`src/rtl/burst_addr_counter_pkg.sv`:
```
`default_nettype none
// ============================================================================
// Module   : burst_pkg
// Purpose  : Shared types, constants and helpers for the AXI4 burst
//            address/beat counter and its next-address sub-block.
// Contents : burst_t, state_t, BOUNDARY_4K, is_legal_wrap_len()
// Revision : 1.0 - initial release
// ============================================================================
package burst_pkg;

  typedef enum logic [1:0] {
    FIXED = 2'b00,
    INCR  = 2'b01,
    WRAP  = 2'b10,
    RSVD  = 2'b11
  } burst_t;

  typedef enum logic [0:0] {
    IDLE   = 1'b0,
    ACTIVE = 1'b1
  } state_t;

  localparam int BOUNDARY_4K = 4096;

  // AXI4 only allows wrapping bursts of 2, 4, 8 or 16 beats (AxLEN 1/3/7/15).
  function automatic logic is_legal_wrap_len(input logic [31:0] len);
    return (len == 32'd1) || (len == 32'd3) || (len == 32'd7) || (len == 32'd15);
  endfunction

endpackage
`default_nettype wire

```
`src/rtl/burst_addr_next.sv`:
```
`default_nettype none
// ============================================================================
// Module   : burst_addr_next
// Purpose  : Combinational AXI4 next-beat address for FIXED/INCR/WRAP.
//            Shared by the AR and AW channel counters.
// Ports    : addr      - current beat address
//            len       - AxLEN (beats-1)
//            burst     - burst type
//            next_addr - address of the following beat
// Revision : 1.0 - initial release
// ============================================================================
module burst_addr_next
  import burst_pkg::*;
#(
  parameter int ADDR_WIDTH = 32,
  parameter int LEN_WIDTH  = 8,
  parameter int DATA_BYTES = 4
) (
  input  logic [ADDR_WIDTH-1:0] addr,
  input  logic [LEN_WIDTH-1:0]  len,
  input  burst_t                burst,
  output logic [ADDR_WIDTH-1:0] next_addr
);

  localparam int                    c_shift      = $clog2(DATA_BYTES);
  localparam logic [ADDR_WIDTH-1:0] c_step       = ADDR_WIDTH'(DATA_BYTES);
  localparam logic [ADDR_WIDTH-1:0] c_align_mask = ~(c_step - ADDR_WIDTH'(1));

  // Wrap window size in bytes minus one. Legal wrap lengths keep this well
  // below 4 KB, so truncation to ADDR_WIDTH only affects non-wrap bursts
  // where the value is unused.
  logic [ADDR_WIDTH-1:0] w_wrap_mask;
  assign w_wrap_mask = ((ADDR_WIDTH'(len) + ADDR_WIDTH'(1)) << c_shift) - ADDR_WIDTH'(1);

  always_comb begin
    next_addr = addr;
    case (burst)
      // Realign so an unaligned first beat lands on the next beat boundary.
      INCR:    next_addr = (addr & c_align_mask) + c_step;
      // Keep the window base, advance the offset modulo the window size.
      WRAP:    next_addr = (addr & ~w_wrap_mask) | ((addr + c_step) & w_wrap_mask);
      default: next_addr = addr;
    endcase
  end

endmodule
`default_nettype wire

```
`src/rtl/counter.sv`:
```
`default_nettype none
// ============================================================================
// Module   : counter
// Purpose  : Loadable up-counter. A load takes priority over an increment.
// Ports    : clk, resetn (async, active-low)
//            load_value_enable / load_value - synchronous load
//            enable                         - increment by one
//            count                          - current count
// Revision : 1.0 - initial release
// ============================================================================
module counter #(
  parameter int WIDTH = 8
) (
  input  logic             clk,
  input  logic             resetn,
  input  logic             load_value_enable,
  input  logic [WIDTH-1:0] load_value,
  input  logic             enable,
  output logic [WIDTH-1:0] count
);

  logic [WIDTH-1:0] r_count;

  always_ff @(posedge clk or negedge resetn) begin
    if (!resetn) begin
      r_count <= '0;
    end else if (load_value_enable) begin
      r_count <= load_value;
    end else if (enable) begin
      r_count <= r_count + WIDTH'(1);
    end
  end

  assign count = r_count;

endmodule
`default_nettype wire

```
`src/rtl/burst_addr_counter.sv`:
```
`default_nettype none
// ============================================================================
// Module   : burst_addr_counter
// Purpose  : AXI4 burst address/beat counter. Loads a descriptor, rejects
//            illegal ones, then steps one beat per accepted transfer.
// Ports    : clk, resetn (async, active-low)
//            start, start_addr, start_len, start_burst - descriptor load
//            advance  - current beat accepted
//            busy     - burst in progress
//            addr     - current beat address
//            beat_idx - current beat index (0-based)
//            last     - current beat is final (combinational)
//            done     - pulse after final beat accepted
//            err      - pulse on rejected descriptor
// Revision : 1.0 - initial release
// ============================================================================
module burst_addr_counter
  import burst_pkg::*;
#(
  parameter int ADDR_WIDTH = 32,
  parameter int LEN_WIDTH  = 8,
  parameter int DATA_BYTES = 4
) (
  input  logic                  clk,
  input  logic                  resetn,
  input  logic                  start,
  input  logic [ADDR_WIDTH-1:0] start_addr,
  input  logic [LEN_WIDTH-1:0]  start_len,
  input  logic [1:0]            start_burst,
  input  logic                  advance,
  output logic                  busy,
  output logic [ADDR_WIDTH-1:0] addr,
  output logic [LEN_WIDTH-1:0]  beat_idx,
  output logic                  last,
  output logic                  done,
  output logic                  err
);

  // Wide enough for a 4 KB offset plus the largest possible burst length.
  localparam int               c_chk_w   = 13 + LEN_WIDTH;
  localparam int               c_shift   = $clog2(DATA_BYTES);
  localparam logic [11:0]      c_align12 = ~12'(DATA_BYTES - 1);

  state_t                r_state;
  burst_t                r_burst;
  logic [LEN_WIDTH-1:0]  r_len;
  logic [ADDR_WIDTH-1:0] r_addr;
  logic                  r_done;
  logic                  r_err;

  burst_t                w_start_burst;
  logic [c_chk_w-1:0]    w_incr_end;
  logic                  w_unaligned;
  logic                  w_reject;
  logic                  w_load;
  logic                  w_last;
  logic [ADDR_WIDTH-1:0] w_next_addr;

  assign w_start_burst = burst_t'(start_burst);

  // End offset of an INCR burst within its 4 KB page, from the aligned start.
  assign w_incr_end = c_chk_w'(start_addr[11:0] & c_align12)
                    + ((c_chk_w'(start_len) + c_chk_w'(1)) << c_shift);

  assign w_unaligned = |(start_addr & ADDR_WIDTH'(DATA_BYTES - 1));

  always_comb begin
    w_reject = 1'b0;
    case (w_start_burst)
      RSVD:    w_reject = 1'b1;
      WRAP:    w_reject = !is_legal_wrap_len(32'(start_len)) || w_unaligned;
      INCR:    w_reject = (w_incr_end > c_chk_w'(BOUNDARY_4K));
      default: w_reject = 1'b0;
    endcase
  end

  assign w_load = start && (r_state == IDLE) && !w_reject;
  assign w_last = busy && (beat_idx == r_len);

  burst_addr_next #(
    .ADDR_WIDTH (ADDR_WIDTH),
    .LEN_WIDTH  (LEN_WIDTH),
    .DATA_BYTES (DATA_BYTES)
  ) u_addr_next (
    .addr      (r_addr),
    .len       (r_len),
    .burst     (r_burst),
    .next_addr (w_next_addr)
  );

  counter #(
    .WIDTH (LEN_WIDTH)
  ) u_beat_cnt (
    .clk               (clk),
    .resetn            (resetn),
    .load_value_enable (w_load),
    .load_value        ('0),
    .enable            (busy && advance && !w_last),
    .count             (beat_idx)
  );

  always_ff @(posedge clk or negedge resetn) begin
    if (!resetn) begin
      r_state <= IDLE;
      r_burst <= FIXED;
      r_len   <= '0;
      r_addr  <= '0;
      r_done  <= 1'b0;
      r_err   <= 1'b0;
    end else begin
      r_done <= 1'b0;
      r_err  <= 1'b0;
      case (r_state)
        IDLE: begin
          if (start) begin
            if (w_reject) begin
              r_err <= 1'b1;
            end else begin
              r_state <= ACTIVE;
              r_burst <= w_start_burst;
              r_len   <= start_len;
              r_addr  <= start_addr;
            end
          end
        end
        ACTIVE: begin
          if (advance) begin
            if (w_last) begin
              // addr and beat_idx keep the final beat's values.
              r_state <= IDLE;
              r_done  <= 1'b1;
            end else begin
              r_addr <= w_next_addr;
            end
          end
        end
        default: r_state <= IDLE;
      endcase
    end
  end

  assign busy = (r_state == ACTIVE);
  assign addr = r_addr;
  assign last = w_last;
  assign done = r_done;
  assign err  = r_err;

endmodule
`default_nettype wire

```
`config.mk`:
```
export PLATFORM = sky130hd
export DESIGN_NAME = burst_addr_counter
export DESIGN_NICKNAME = d
export VERILOG_FILES = /design/src/rtl/burst_addr_counter_pkg.sv /design/src/rtl/burst_addr_next.sv /design/src/rtl/counter.sv /design/src/rtl/burst_addr_counter.sv
export SDC_FILE = /design/constraint.sdc
export NUM_CORES = 1
export LEC_CHECK = 0
export BUFFER_PORTS_ARGS = -buffer_cell sky130_fd_sc_hd__clkbuf_2
export CELL_PAD_IN_SITES_DETAIL_PLACEMENT = 0
export CELL_PAD_IN_SITES_GLOBAL_PLACEMENT = 1
export CORE_ASPECT_RATIO = 0.8
export CORE_UTILIZATION = 40
export CTS_CLUSTER_DIAMETER = 30
export DETAILED_ROUTE_END_ITERATION = 16
export PLACE_DENSITY_LB_ADDON = 0.1
export SKIP_CTS_REPAIR_TIMING = 1
export SLEW_MARGIN = 10
export SYNTH_ARGS = -nofsm -noshare
export SYNTH_HDL_FRONTEND = slang
export SYNTH_SLANG_ARGS = --single-unit
```
`constraint.sdc`:
```
create_clock -name clk -period 4.7 [get_ports clk]
set_input_delay 0.235 -clock clk [delete_from_list [all_inputs] [get_ports clk]]
set_output_delay 0.235 -clock clk [all_outputs]
set_load 0.01 [all_outputs]
```
# == After elaboration in Yosys (flattened, before gate mapping) ==
# Index checks and enable logic that the tools add are counted.
# Widths: inputs -> output; s select.
# word_totals
ff_bits,53
inputBits,46
output_inout_bits,44
elab_cells,72
# classes
n_eq_ne,15
addsub,7
n_lt_le_gt_ge,1
n_reduce_logical,16
bitwise,6
muxes,20
# op_table
operator,n
$mux 32,4
$pmux 32 s2,2
$add 32x3->32 const B,2
$and 32x32->32,2
$not 32->32,1
$or 32x32->32,1
$sub 32x1->32 const B,1
$add 8x1->9 const B,2
$mux 8,2
$add 12x11->13,1
$gt 13x13->1 const B,1
$mux 1,10
$add 8x1->8 const B,1
$eq 8x1->1 const B,1
$eq 8x2->1 const B,1
$eq 8x3->1 const B,1
$eq 8x4->1 const B,1
$eq 8x8->1,1
$ne 2x2->1 const B,4
$eq 2x2->1 const B,3
$logic_and 1x1->1,5
$reduce_and 5->1,1
$eq 2x1->1 const B,2
$logic_or 1x1->1,4
other kinds (8),11

# == Depth between registers and ports, before layout ==
# Gate-level depths: netlist of the first run.
# logic_depth
word_depth,10
mapped_depth,14
depth_no_buf,13

# == Modules after synthesis ==
# A second synthesis of the first run with hierarchy kept.
# unflattened
hier_cells,623
hier_area_um2,5342.6
# modules_own_cells
module,seq_area_each_um2,cells_per_inst,area_each_um2,n_inst
burst_addr_counter,1126.1,308,3253.1,1
burst_addr_next,0.0,266,1639.1,1
counter,200.2,49,450.4,1

# == Worst setup path after synthesis of the first run ==
# No wires, ideal clock.
# synth_timing
path_kind,in2reg
start,input start_len[0]
end,register r_burst[1]
setup_slack_ns,1.394
t_arrival_ns,3.178
path_buffers,1
required_time_ns,4.572
path_stages,14
path_cell_list,ha_1 -> nand3_1 -> nor2_1 -> and3_1 -> ha_1 -> nor2_1 -> or4_1 -> a21oi_1 -> nand4_1 -> o31ai_1 -> a22oi_1 -> nor2_1 -> buf_4 -> mux2_1
# synth_via
elab_chain_len,9
elab_cells_between_ends,15
cone_classes,2 x add/sub; 1 x order compare; 4 x eq/ne; 1 x mux; 1 x bitwise; 6 x reduce/logical
# synth_rtl
item,line_no,rtl
from (decl),burst_addr_counter.sv:28,"input logic [LEN_WIDTH-1:0] start_len,"
"parallel branches: the longest is 6 deep, another holds $add 12x11->13",--,
$pmux 1 s3 *,burst_addr_counter.sv:69,case (w_start_burst)
$not 1->1 (no source line) *,--,
$reduce_and 3->1 (no source line) *,--,
to (signal assigned),burst_addr_counter.sv:120,r_burst <= w_start_burst;
to (decl),burst_addr_counter.sv:45,burst_t r_burst;
# Mark *: on every way between the ends.
# A chain may end at the register's enable or synchronous reset.

# == Worst setup path after layout of the first run ==
# layout_timing
start,input start_len[0]
end,register r_len[0]
# layout_via
elab_chain_len,9
elab_cells_between_ends,15
cone_classes,2 x add/sub; 1 x order compare; 4 x eq/ne; 1 x mux; 1 x bitwise; 6 x reduce/logical
# layout_rtl
item,line_no,rtl
"parallel branches: the longest is 9 deep, another holds $add 12x11->13",--,
to (signal assigned),burst_addr_counter.sv:121,r_len <= start_len;
to (decl),burst_addr_counter.sv:46,logic [LEN_WIDTH-1:0] r_len;
# Several ways; the timed one is not identified.

==> results of run 1 <==
## synthesized netlist by cell type (5+ instances only)
cell / count / area share
o31ai_1: 6 / 0.011
inv_1: 16 / 0.015
nor2_1: 38 / 0.035
and3_1: 8 / 0.012
xor2_1: 14 / 0.030
a21oi_1: 19 / 0.023
nand2_1: 40 / 0.036
o21ai_1: 6 / 0.0073
o22ai_1: 12 / 0.018
nand3_1: 24 / 0.029
ha_1: 17 / 0.051
buf_2: 6 / 0.0073
a21o_1: 6 / 0.011
a211oi_1: 10 / 0.018
xnor2_1: 18 / 0.038
clkbuf_1: 11 / 0.010
nand4_1: 12 / 0.018
mux2_1: 9 / 0.025
a2bb2oi_1: 14 / 0.030
o32a_1: 5 / 0.012
nor3_1: 13 / 0.016
o21ai_0: 25 / 0.030
mux2i_1: 6 / 0.015
nand2b_1: 5 / 0.0076
nor2b_1: 7 / 0.011
dfrtp_1: 53 / 0.32
## cells by family after synthesis
kind of cell    synth area share
simple gates               0.227
buf+inv                   0.0445
compound gates             0.242
flops                      0.321
mux                       0.0418
fa+ha+maj                 0.0563
xor+xnor                  0.0678
## worst max-delay path, delay by kind of cell
| kind | cells | cell delay, ns |
|---|---|---|
| simple gates | 7 | 1.50 |
| compound gates | 3 | 0.98 |
| buf+inv | 2 | 0.45 |
| fa+ha+maj | 2 | 0.45 |
| mux | 1 | 0.35 |
## metrics by stage
stage / instances / hold WS (ns) / power, µW
after global placement: 690 / 0.421 / 1860
final: 698 / 0.0688 / 2250
after CTS: 698 / 0.102 / 2260
after floorplan: 482 / -0.0606 / 1510
after detailed placement: 690 / 0.424 / 1870
after global routing: 698 / 0.149 / 2430
## power by group through the flow
stage / registers (µW) / clock network [µW] / logic [µW]
CTS: 823 / 394 / 1050
detailed placement: 831 / 0 / 1040
global route: 857 / 408 / 1160
floorplan: 811 / 0 / 697
finish: 825 / 388 / 1040
global placement: 827 / 0 / 1030
## worst paths after layout
path,from,cells past startpoint,to,slack [ns]
worst min register to register,r_burst[0]$_DFFE_PN0P_,1,r_burst[0]$_DFFE_PN0P_,0.55
worst max register to register,r_len[0]$_DFFE_PN0P_,8,flop,1.51
worst min-delay path,resetn,2,u_beat_cnt.count[2]$_DFFE_PN0P_,0.07
min in group clk,start_burst[1],2,r_burst[1]$_DFFE_PN0P_,0.17
worst max-delay path,start_len[0],15,r_len[0]$_DFFE_PN0P_,0.93
max in group asynchronous,resetn,2,busy$_DFF_PN0_,4.14
## layer usage
| layer | up-vias | share of wire | wire length, µm | global-route usage |
|---|---|---|---|---|
| met2 | 116 | 0.43 | 5200 | 0.357 |
| met1 | 1940 | 0.51 | 6190 | 0.352 |
| met5 | - | 0 | 0 | 0 |
| met3 | 10 | 0.050 | 609 | 0.0340 |
| li1 | 1961 | - | - | - |
| met4 | 0 | 0.0054 | 65 | 0.0342 |
## final cells by class
class,count,area share
multi-input combinational,386,0.543
sequential,53,0.274
timing repair buffer,96,0.103
tap,136,0.0351
clock buffer,5,0.0258
inverter,19,0.0147
clock inverter,3,0.00516
==> flow_metrics.env, run 1 <==
export IMPL_max_clock_freq_mhz=265
export IMPL_num_fill_cells=999
export IMPL_required_ns=4.89
export IMPL_nets=625
export IMPL_finClkSkew_ns=0.00659
export IMPL_routed_via_density=5.77
export IMPL_synthCells=482
export IMPL_port_buffers=89
export IMPL_path_max_fanout=20
export IMPL_cts_root_buffer_cell="clkbuf_16"
export IMPL_start_util=0.419
export IMPL_die_area_um2=10700
export IMPL_crit_chain="clkbuf_2 -> ha_1 -> nand3_1 -> nor2_1 -> and3_1 -> ha_1 -> nor2_1 -> or4_1 -> a21oi_1 -> nand4_1 -> o31ai_1 -> a22oi_1 -> nor2_1 -> buf_4 -> mux2_1"
export IMPL_setup_viol=0
export IMPL_fin_area_um2=4850
export IMPL_synth_nets=546
export IMPL_path_common_cell="nor2_1"
export IMPL_start_kind="primary input"
export IMPL_multi_input_area_um2=2630
export IMPL_first_iter_violations=276
export IMPL_grtUsageTotal=0.234
export IMPL_insertion_delay_ns=0.30
export IMPL_finalCritPeriodShare=0.802
export IMPL_crit_slowest_cell="or4_1"
export IMPL_netSwitchingFraction=0.450
export IMPL_avgSynthCellArea_um2=8.57
export IMPL_fin_ws_ns=0.929
export IMPL_utilization=0.492
export IMPL_place_gp_congestion=0.838
export IMPL_final_cell_mix="89 x clkbuf_2, 52 x dfrtp_1, 40 x nand2_1"
export IMPL_synth_cell_types=73
export IMPL_htree_levels=2
export IMPL_antenna_found_initial=0
export IMPL_async_flop_share=1.00
export IMPL_ys_ff_latch=53
export IMPL_final_hold_viol_count=0
export IMPL_syn2layout_area_growth_pct=17.4
export IMPL_synth_enable_flop_cells=0
export IMPL_ys_seq_area_frac=0.321
export IMPL_drc=0
export IMPL_fin_tns_setup_ns=0
export IMPL_hold_path_class="in2async"
export IMPL_p_int_uw=1240
export IMPL_placed_area_um2=4700
export IMPL_p_per_area_nw_per_um2=465
export IMPL_dr_pass1_iters=5
export IMPL_grt_pass1_wl_mm=19.6
export IMPL_crit_path_end_kind="flop"
export IMPL_postRouteAntennaNets=0
export IMPL_rsz0062_at_grt="no"
export IMPL_hpwl_mm=8.95
export IMPL_finalCriticalPeriod_ns=3.77
export IMPL_drive_gt1_frac=0.217
export IMPL_rows=32
export IMPL_diodes=0
export IMPL_clock_sinks=53
export IMPL_grt_pass1_vias=3789
export IMPL_ir_drop_mv=0.198
export IMPL_pre_cts_ws_ns=0.633
export IMPL_final_common_cell="clkbuf_2"
export IMPL_grt_start_max_net_pins=65
export IMPL_clockBufferDepth=2
export IMPL_core_um2=9850
export IMPL_p_clk_frac=0.172
export IMPL_routed_wirelength_mm=12.1
export IMPL_seqPwrFrac=0.366
export IMPL_slowest_delay_ns=0.48
export IMPL_gr_total_overflow=0
export IMPL_p_comb_frac=0.462
export IMPL_wl_per_cell_um=17.3
export IMPL_clkSlewWorstSetupHoldPaths_ns=0.08
export IMPL_slew_headroom=0.332
export IMPL_status="finished, final reports clean"
export IMPL_io_pins=90
export IMPL_arrival_ns=3.96
export IMPL_yosys_warnings=0
export IMPL_vias=4027
export IMPL_die_x_um=116
export IMPL_synthFlopType="dfrtp_1"
export IMPL_seqCellArea_um2=1330
export IMPL_cts_tree="yes"
export IMPL_path_class="in2reg"
export IMPL_slew_violations=0
export IMPL_power_leakage_uw=0.00215
export IMPL_synth_area_um2=4130
export IMPL_maxCapViolations=0
export IMPL_worst_pin_slew_ns=1.00
export IMPL_cts_made_buffers=5
export IMPL_fp_dieH_um=92.9
export IMPL_p_switching_uw=1010
(Power assumes the default switching activity.)
==> inputs of run 2 (changes only) <==
--- a/config.mk
+++ b/config.mk
@@ -5,11 +5,12 @@
 export SDC_FILE = /design/constraint.sdc
 export NUM_CORES = 1
 export LEC_CHECK = 0
+export ABC_AREA = 1
 export BUFFER_PORTS_ARGS = -buffer_cell sky130_fd_sc_hd__clkbuf_2
 export CELL_PAD_IN_SITES_DETAIL_PLACEMENT = 0
 export CELL_PAD_IN_SITES_GLOBAL_PLACEMENT = 1
 export CORE_ASPECT_RATIO = 0.8
-export CORE_UTILIZATION = 40
+export CORE_UTILIZATION = 36
 export CTS_CLUSTER_DIAMETER = 30
 export DETAILED_ROUTE_END_ITERATION = 16
 export PLACE_DENSITY_LB_ADDON = 0.1
==> constraint.sdc (replaced) <==
create_clock -name clk -period 3.2 [get_ports clk]
set_input_delay 0.16 -clock clk [delete_from_list [all_inputs] [get_ports clk]]
set_output_delay 0.16 -clock clk [all_outputs]
set_load 0.01 [all_outputs]
==> run 2 against run 1 <==
  * The run now ends with hold timing left
  * Sequential power decreased by 2%
  * Register-to-register slack got worse by 0.89 ns
  * Hold slack got worse by 0.11 ns
  * Sequential share of layout area decreased by 3.6 points
  * Die area increased by 30%
  * Non-clock buffer count increased by 5
  * Combinational power down 47%
  * Synthesized area grew 17%
  * First-iteration DRC count grew 32%
==> flow_metrics.env, run 2 <==
export IMPL_start_kind="primary input"
export IMPL_avgSynthCellArea_um2=6.31
export IMPL_gr_total_overflow=0
export IMPL_required_ns=3.39
export IMPL_crit_path_end_kind="flop"
export IMPL_hold_slack_ns=-0.0372
export IMPL_ys_seq_area_frac=0.273
export IMPL_core_um2=13000
export IMPL_dr_pass1_iters=5
export IMPL_p_switching_uw=691
export IMPL_p_clk_frac=0.294
export IMPL_grt_pass1_wl_mm=25.7
export IMPL_rows=37
export IMPL_grtUsageTotal=0.237
export IMPL_yosysMostFrequentCell="nand2_1"
export IMPL_arrival_ns=2.99
export IMPL_drc=0
export IMPL_final_common_cell="nand2_1"
export IMPL_p_int_uw=1230
export IMPL_violations="hold timing"
export IMPL_clockBufferDepth=2
export IMPL_die_area_um2=13900
export IMPL_final_hold_viol_count=31
export IMPL_synth_top_cells_by_count="290 x nand2_1, 83 x inv_1, 72 x nand3_1"
export IMPL_cts_root_buffer_cell="clkbuf_16"
export IMPL_synthFlopType="dfrtp_1"
export IMPL_clock_sinks=53
export IMPL_setup_viol=0
export IMPL_path_class="in2reg"
export IMPL_place_gp_congestion=0.875
export IMPL_vias=5259
export IMPL_antenna_found_initial=0
export IMPL_cts_tree="yes"
export IMPL_utilization=0.429
export IMPL_grt_pass1_vias=4808
export IMPL_num_fill_cells=1411
export IMPL_hold_path_class="in2async"
export IMPL_cts_made_buffers=5
export IMPL_fp_dieH_um=106
export IMPL_clkSlewWorstSetupHoldPaths_ns=0.08
export IMPL_hpwl_mm=12.5
export IMPL_synth_enable_flop_cells=0
export IMPL_start_util=0.373
export IMPL_ys_ff_latch=53
export IMPL_synthCells=769
export IMPL_synth_area_um2=4850
export IMPL_finalCritPeriodShare=0.874
export IMPL_worst_pin_slew_ns=0.893
export IMPL_port_buffers=89
export IMPL_p_per_area_nw_per_um2=344
export IMPL_synth_nets=833
export IMPL_finalCriticalPeriod_ns=2.80
export IMPL_grt_start_max_net_pins=51
export IMPL_slew_headroom=0.405
export IMPL_power_leakage_uw=0.00295
export IMPL_r2r_setup_slack_ns=0.62
export IMPL_io_pins=90
export IMPL_yosys_warnings=0
export IMPL_final_cell_mix="290 x nand2_1, 89 x clkbuf_2, 83 x inv_1"
export IMPL_netSwitchingFraction=0.360
export IMPL_routed_via_density=5.13
export IMPL_fin_tns_setup_ns=0
export IMPL_wl_per_cell_um=15.4
export IMPL_syn2layout_area_growth_pct=15.1
export IMPL_seqPwrFrac=0.419
export IMPL_power_total_uw=1920
export IMPL_diodes=0
export IMPL_insertion_delay_ns=0.30
export IMPL_yosys_top_cells_area="dfrtp_1 27%, nand2_1 22%, nand3_1 7.4%"
export IMPL_routed_wirelength_mm=15.8
export IMPL_synth_cell_types=37
export IMPL_maxCapViolations=0
export IMPL_drive_gt1_frac=0.157
export IMPL_slew_violations=0
export IMPL_synth_top_area_cell="dfrtp_1"
export IMPL_die_x_um=132
export IMPL_r2r_start="r_len[0]$_DFFE_PN0P_"
export IMPL_first_iter_violations=364
export IMPL_nets=914
export IMPL_rsz0062_at_grt="no"
export IMPL_ir_drop_mv=0.228
export IMPL_max_clock_freq_mhz=357
export IMPL_r2r_cells=12
export IMPL_postRouteAntennaNets=0
export IMPL_finClkSkew_ns=0.00638
export IMPL_htree_levels=2
export IMPL_status="finished, violations left"
export IMPL_yosysTopAreaCellShare=0.273
export IMPL_p_comb_frac=0.287
export IMPL_async_flop_share=1.00
export IMPL_path_max_fanout=18
export IMPL_startpoint="start_len[2]"
-- run 2: cell types whose count changed in the layout (fill, tap and decap cells not counted), sizes merged, moves of 11 or more --
cell     before  now
a2bb2oi      14    0
nor2         39   61
o21ai        32   13
nand2        41  294
inv          19   87
nand4        12   56
nand3        25   76
o22ai        12    1
-- run 2: final cells by class --
cell class	instances	area (µm²)	share of cell area
clock buffers	7	133	0.0238
clock inverters	1	7.51	0.00134
flip-flops and latches	53	1330	0.238
multi-input cells	602	3040	0.544
well taps	175	219	0.0392
repair buffers	101	536	0.0959
inverters	87	327	0.0585
-- run 2: layer usage --
metal,wire (µm),track usage,vias up
met5,0,0,-
met3,851,0.0327,12
met1,8360,0.373,2451
li1,-,-,2649
met4,117,0.0449,0
met2,6470,0.336,147
-- run 2: metrics by stage --
step / area, µm² / cells / setup WS, ns
finish: 5580 / 1026 / 0.402
global route: 5580 / 1026 / 0.00742
CTS: 5580 / 1026 / 0.433
detailed placement: 5440 / 1018 / 0.102
global placement: 5440 / 1018 / 0.206
floorplan: 4850 / 769 / 0.625
-- run 2: worst max-delay path: stages --
cell and delay [ns]:
clkbuf_2 0.12, inv_1 0.08, nor3_1 0.28, nand3_1 0.16, nor3_1 0.21, xor2_1 0.18, ha_1 0.31, nand2_1 0.11
inv_1 0.04, a21oi_1 0.17, nand2_1 0.10, nand2_1 0.06, nand2_1 0.04, nor2_1 0.08, nand3_1 0.08, nand2_1 0.07
nand2_1 0.06, nand2_2 0.15, buf_4 0.25, nand3_1 0.12, nand2_1 0.09, nand2_1 0.05
-- run 2: worst min-delay path by stage --
stage / cells after the start / slack, ns / from / to
after detailed placement: 1 / 0.33 / resetn / u_beat_cnt.count[0]$_DFFE_PN0P_
after CTS: 1 / 0.005 / resetn / u_beat_cnt.count[0]$_DFFE_PN0P_
final: 1 / -0.04 / resetn / u_beat_cnt.count[0]$_DFFE_PN0P_
after global routing: 1 / 0.03 / resetn / u_beat_cnt.count[0]$_DFFE_PN0P_
after floorplan: 0 / -0.14 / resetn / async pin
after global placement: 1 / 0.32 / resetn / u_beat_cnt.count[0]$_DFFE_PN0P_
-- run 2: power groups by stage --
stage / logic, µW / registers [µW] / clock network, µW
after floorplan: 343 / 818 / 0
after global placement: 547 / 816 / 0
after detailed placement: 551 / 818 / 0
after CTS: 553 / 806 / 582
after global routing: 631 / 816 / 605
final: 551 / 805 / 564
-- run 2: logic make-up after synthesis --
kind of cell               after synthesis  synth area share
AOI/OAI and AO/OA                       31            0.0343
DFF                                     53             0.273
adders and majority gates               18            0.0480
xor gates and xnor gates                34            0.0614
buffers and inverters                  114             0.100
and+or+nand+nor                        518             0.480
muxes                                    1           0.00206
==> inputs of run 3 (changes only) <==
--- a/config.mk
+++ b/config.mk
@@ -6,7 +6,8 @@
 export NUM_CORES = 1
 export LEC_CHECK = 0
 export ABC_AREA = 1
-export BUFFER_PORTS_ARGS = -buffer_cell sky130_fd_sc_hd__clkbuf_2
+export BUFFER_PORTS_ARGS = -buffer_cell sky130_fd_sc_hd__buf_4
+export CAP_MARGIN = 10
 export CELL_PAD_IN_SITES_DETAIL_PLACEMENT = 0
 export CELL_PAD_IN_SITES_GLOBAL_PLACEMENT = 1
 export CORE_ASPECT_RATIO = 0.8
==> run 3 against run 2 <==
  * The run now ends clean
  * Routed wire length rose by 0.85%
  * Critical path depth did not move
  * Cell area is 4.8% higher
  * Hold slack better by 0.12 ns
  * Sequential share of layout area fell by 1.1 points
==> flow_metrics.env, run 3 (synthesis gave the netlist of run 2 again) <==
export IMPL_path_max_fanout=35
export IMPL_wl_met3_um=982
export IMPL_ir_drop_mv=0.217
export IMPL_syn2layout_area_growth_pct=20.6
export IMPL_clock_sinks=53
export IMPL_nets=910
export IMPL_grtUsageTotal=0.237
export IMPL_hp_start="start"
export IMPL_min_path_cells=3
export IMPL_required_ns=3.40
export IMPL_crit_path_end_kind="flop"
export IMPL_num_fill_cells=1428
export IMPL_cts_tree="yes"
export IMPL_gr_total_overflow=0
export IMPL_startpoint="start_len[2]"
export IMPL_clkSlewWorstSetupHoldPaths_ns=0.07
export IMPL_final_cell_mix="290 x nand2_1, 94 x buf_4, 83 x inv_1"
export IMPL_finalCritPeriodShare=0.875
export IMPL_postRouteAntennaNets=0
export IMPL_core_um2=13000
export IMPL_finClkSkew_ns=0.0130
export IMPL_critPathBufInv=4
export IMPL_grt_pass1_vias=4831
export IMPL_start_kind="primary input"
export IMPL_fp_dieH_um=106
export IMPL_cts_made_buffers=5
export IMPL_routed_via_density=5.08
export IMPL_drive_gt1_frac=0.155
export IMPL_grt_start_max_net_pins=54
export IMPL_slew_violations=0
export IMPL_path_common_cell="nand2_1"
export IMPL_final_hold_viol_count=0
export IMPL_fin_tns_setup_ns=0
export IMPL_r2r_cells=12
export IMPL_hpwl_mm=12.3
export IMPL_die_x_um=132
export IMPL_topRoutingLayerUsed="met4"
export IMPL_met2_length_mm=6.32
export IMPL_rsz0062_at_grt="no"
export IMPL_grt_pass1_wl_mm=26.0
export IMPL_m1WireLength_mm=8.52
export IMPL_worst_pin_slew_ns=0.986
export IMPL_rows=37
export IMPL_port_buffers=89
export IMPL_insertion_delay_ns=0.31
export IMPL_diodes=0
export IMPL_routed_wirelength_mm=15.9
export IMPL_drc=0
export IMPL_arrival_ns=3.00
export IMPL_wl_per_cell_um=15.6
export IMPL_path_class="in2reg"
export IMPL_r2r_start="r_len[0]$_DFFE_PN0P_"
export IMPL_max_clock_freq_mhz=357
export IMPL_slew_headroom=0.337
export IMPL_die_area_um2=13900
export IMPL_whs_endpoint="err$_DFF_PN0_"
export IMPL_place_gp_congestion=0.908
export IMPL_cp_top_family="simple AND/OR/NAND/NOR gates"
export IMPL_vias=5194
export IMPL_utilization=0.450
export IMPL_status="finished, final reports clean"
export IMPL_p_per_area_nw_per_um2=354
export IMPL_maxCapViolations=0
export IMPL_clockBufferDepth=2
export IMPL_final_common_cell="nand2_1"
export IMPL_slowest_delay_ns=0.31
export IMPL_first_iter_violations=439
export IMPL_power_leakage_uw=0.00302
export IMPL_htree_levels=2
export IMPL_start_util=0.373
export IMPL_cts_root_buffer_cell="clkbuf_16"
export IMPL_crit_slowest_cell="nor3_1"
export IMPL_r2r_setup_slack_ns=0.64
export IMPL_io_pins=90
export IMPL_finalCriticalPeriod_ns=2.80
export IMPL_hold_path_class="in2reg"
export IMPL_antenna_found_initial=0
export IMPL_setup_viol=0
export IMPL_dr_pass1_iters=5
export IMPL_crit_chain="buf_4 -> inv_1 -> nor3_1 -> nand3_1 -> nor3_1 -> xor2_1 -> ha_1 -> nand2_1 -> inv_1 -> a21oi_1 -> nand2_1 -> nand2_1 -> nand2_1 -> nor2_1 -> nand3_1 -> nand2_1 -> nand2_1 -> nand2_2 -> buf_12 -> nand3_1 -> nand2_1 -> nand2_1"
run 3: changes by cell type in the layout (fill, tap and decap cells not counted), sizes merged:
cell / previous run / this run
bufinv: 0 / 1
dlygate4sd3: 0 / 1
buf: 12 / 96
clkinvlp: 1 / 0
clkbuf: 96 / 7
run 3: power breakdown:
| group | total (µW) | internal [µW] | switching [µW] |
|---|---|---|---|
| logic | 600 | 259 | 341 |
| clock network | 668 | 393 | 276 |
| registers | 804 | 725 | 79.0 |
| total | 2070 | 1380 | 696 |
run 3: layout make-up:
type                    instances  area [µm²]  area share
inverters                      87         327      0.0558
multi-input cells             602        3050       0.521
clock inverters                 1        30.0     0.00513
clock buffers                   7         143      0.0244
well taps                     175         219      0.0374
flip-flops and latches         53        1330       0.227
repair buffers                 97         756       0.129
run 3: layer usage:
layer	global-route usage	vias to the layer above
li1	-	2643
met1	0.375	2382
met2	0.330	161
met3	0.0438	8
met4	0.0332	0
met5	0	-
run 3: how the worst max path moves through the flow:
stage,end,slack (ns),cells after the start
floorplan,flop,0.63,23
global placement,flop,0.19,22
detailed placement,flop,0.06,21
CTS,flop,0.37,21
global route,addr[2]$_DFFE_PN0P_,0.07,22
finish,flop,0.40,22
run 3: metrics by stage:
| stage | instance area (µm²) | worst slack (ns) | total power (µW) | std cells | hold slack, ns |
|---|---|---|---|---|---|
| CTS | 5830 | 0.372 | 2090 | 1021 | -0.0569 |
| global placement | 5650 | 0.191 | 1410 | 1013 | 0.258 |
| global route | 5850 | 0.0713 | 2200 | 1022 | 0.0943 |
| detailed placement | 5650 | 0.0559 | 1420 | 1013 | 0.278 |
| floorplan | 4850 | 0.625 | 1160 | 769 | -0.136 |
| finish | 5850 | 0.399 | 2070 | 1022 | 0.0804 |
run 3: worst min-delay path: stages:
cell    delay (ns)
buf_4         0.11
inv_1         0.04
nor2_1        0.03
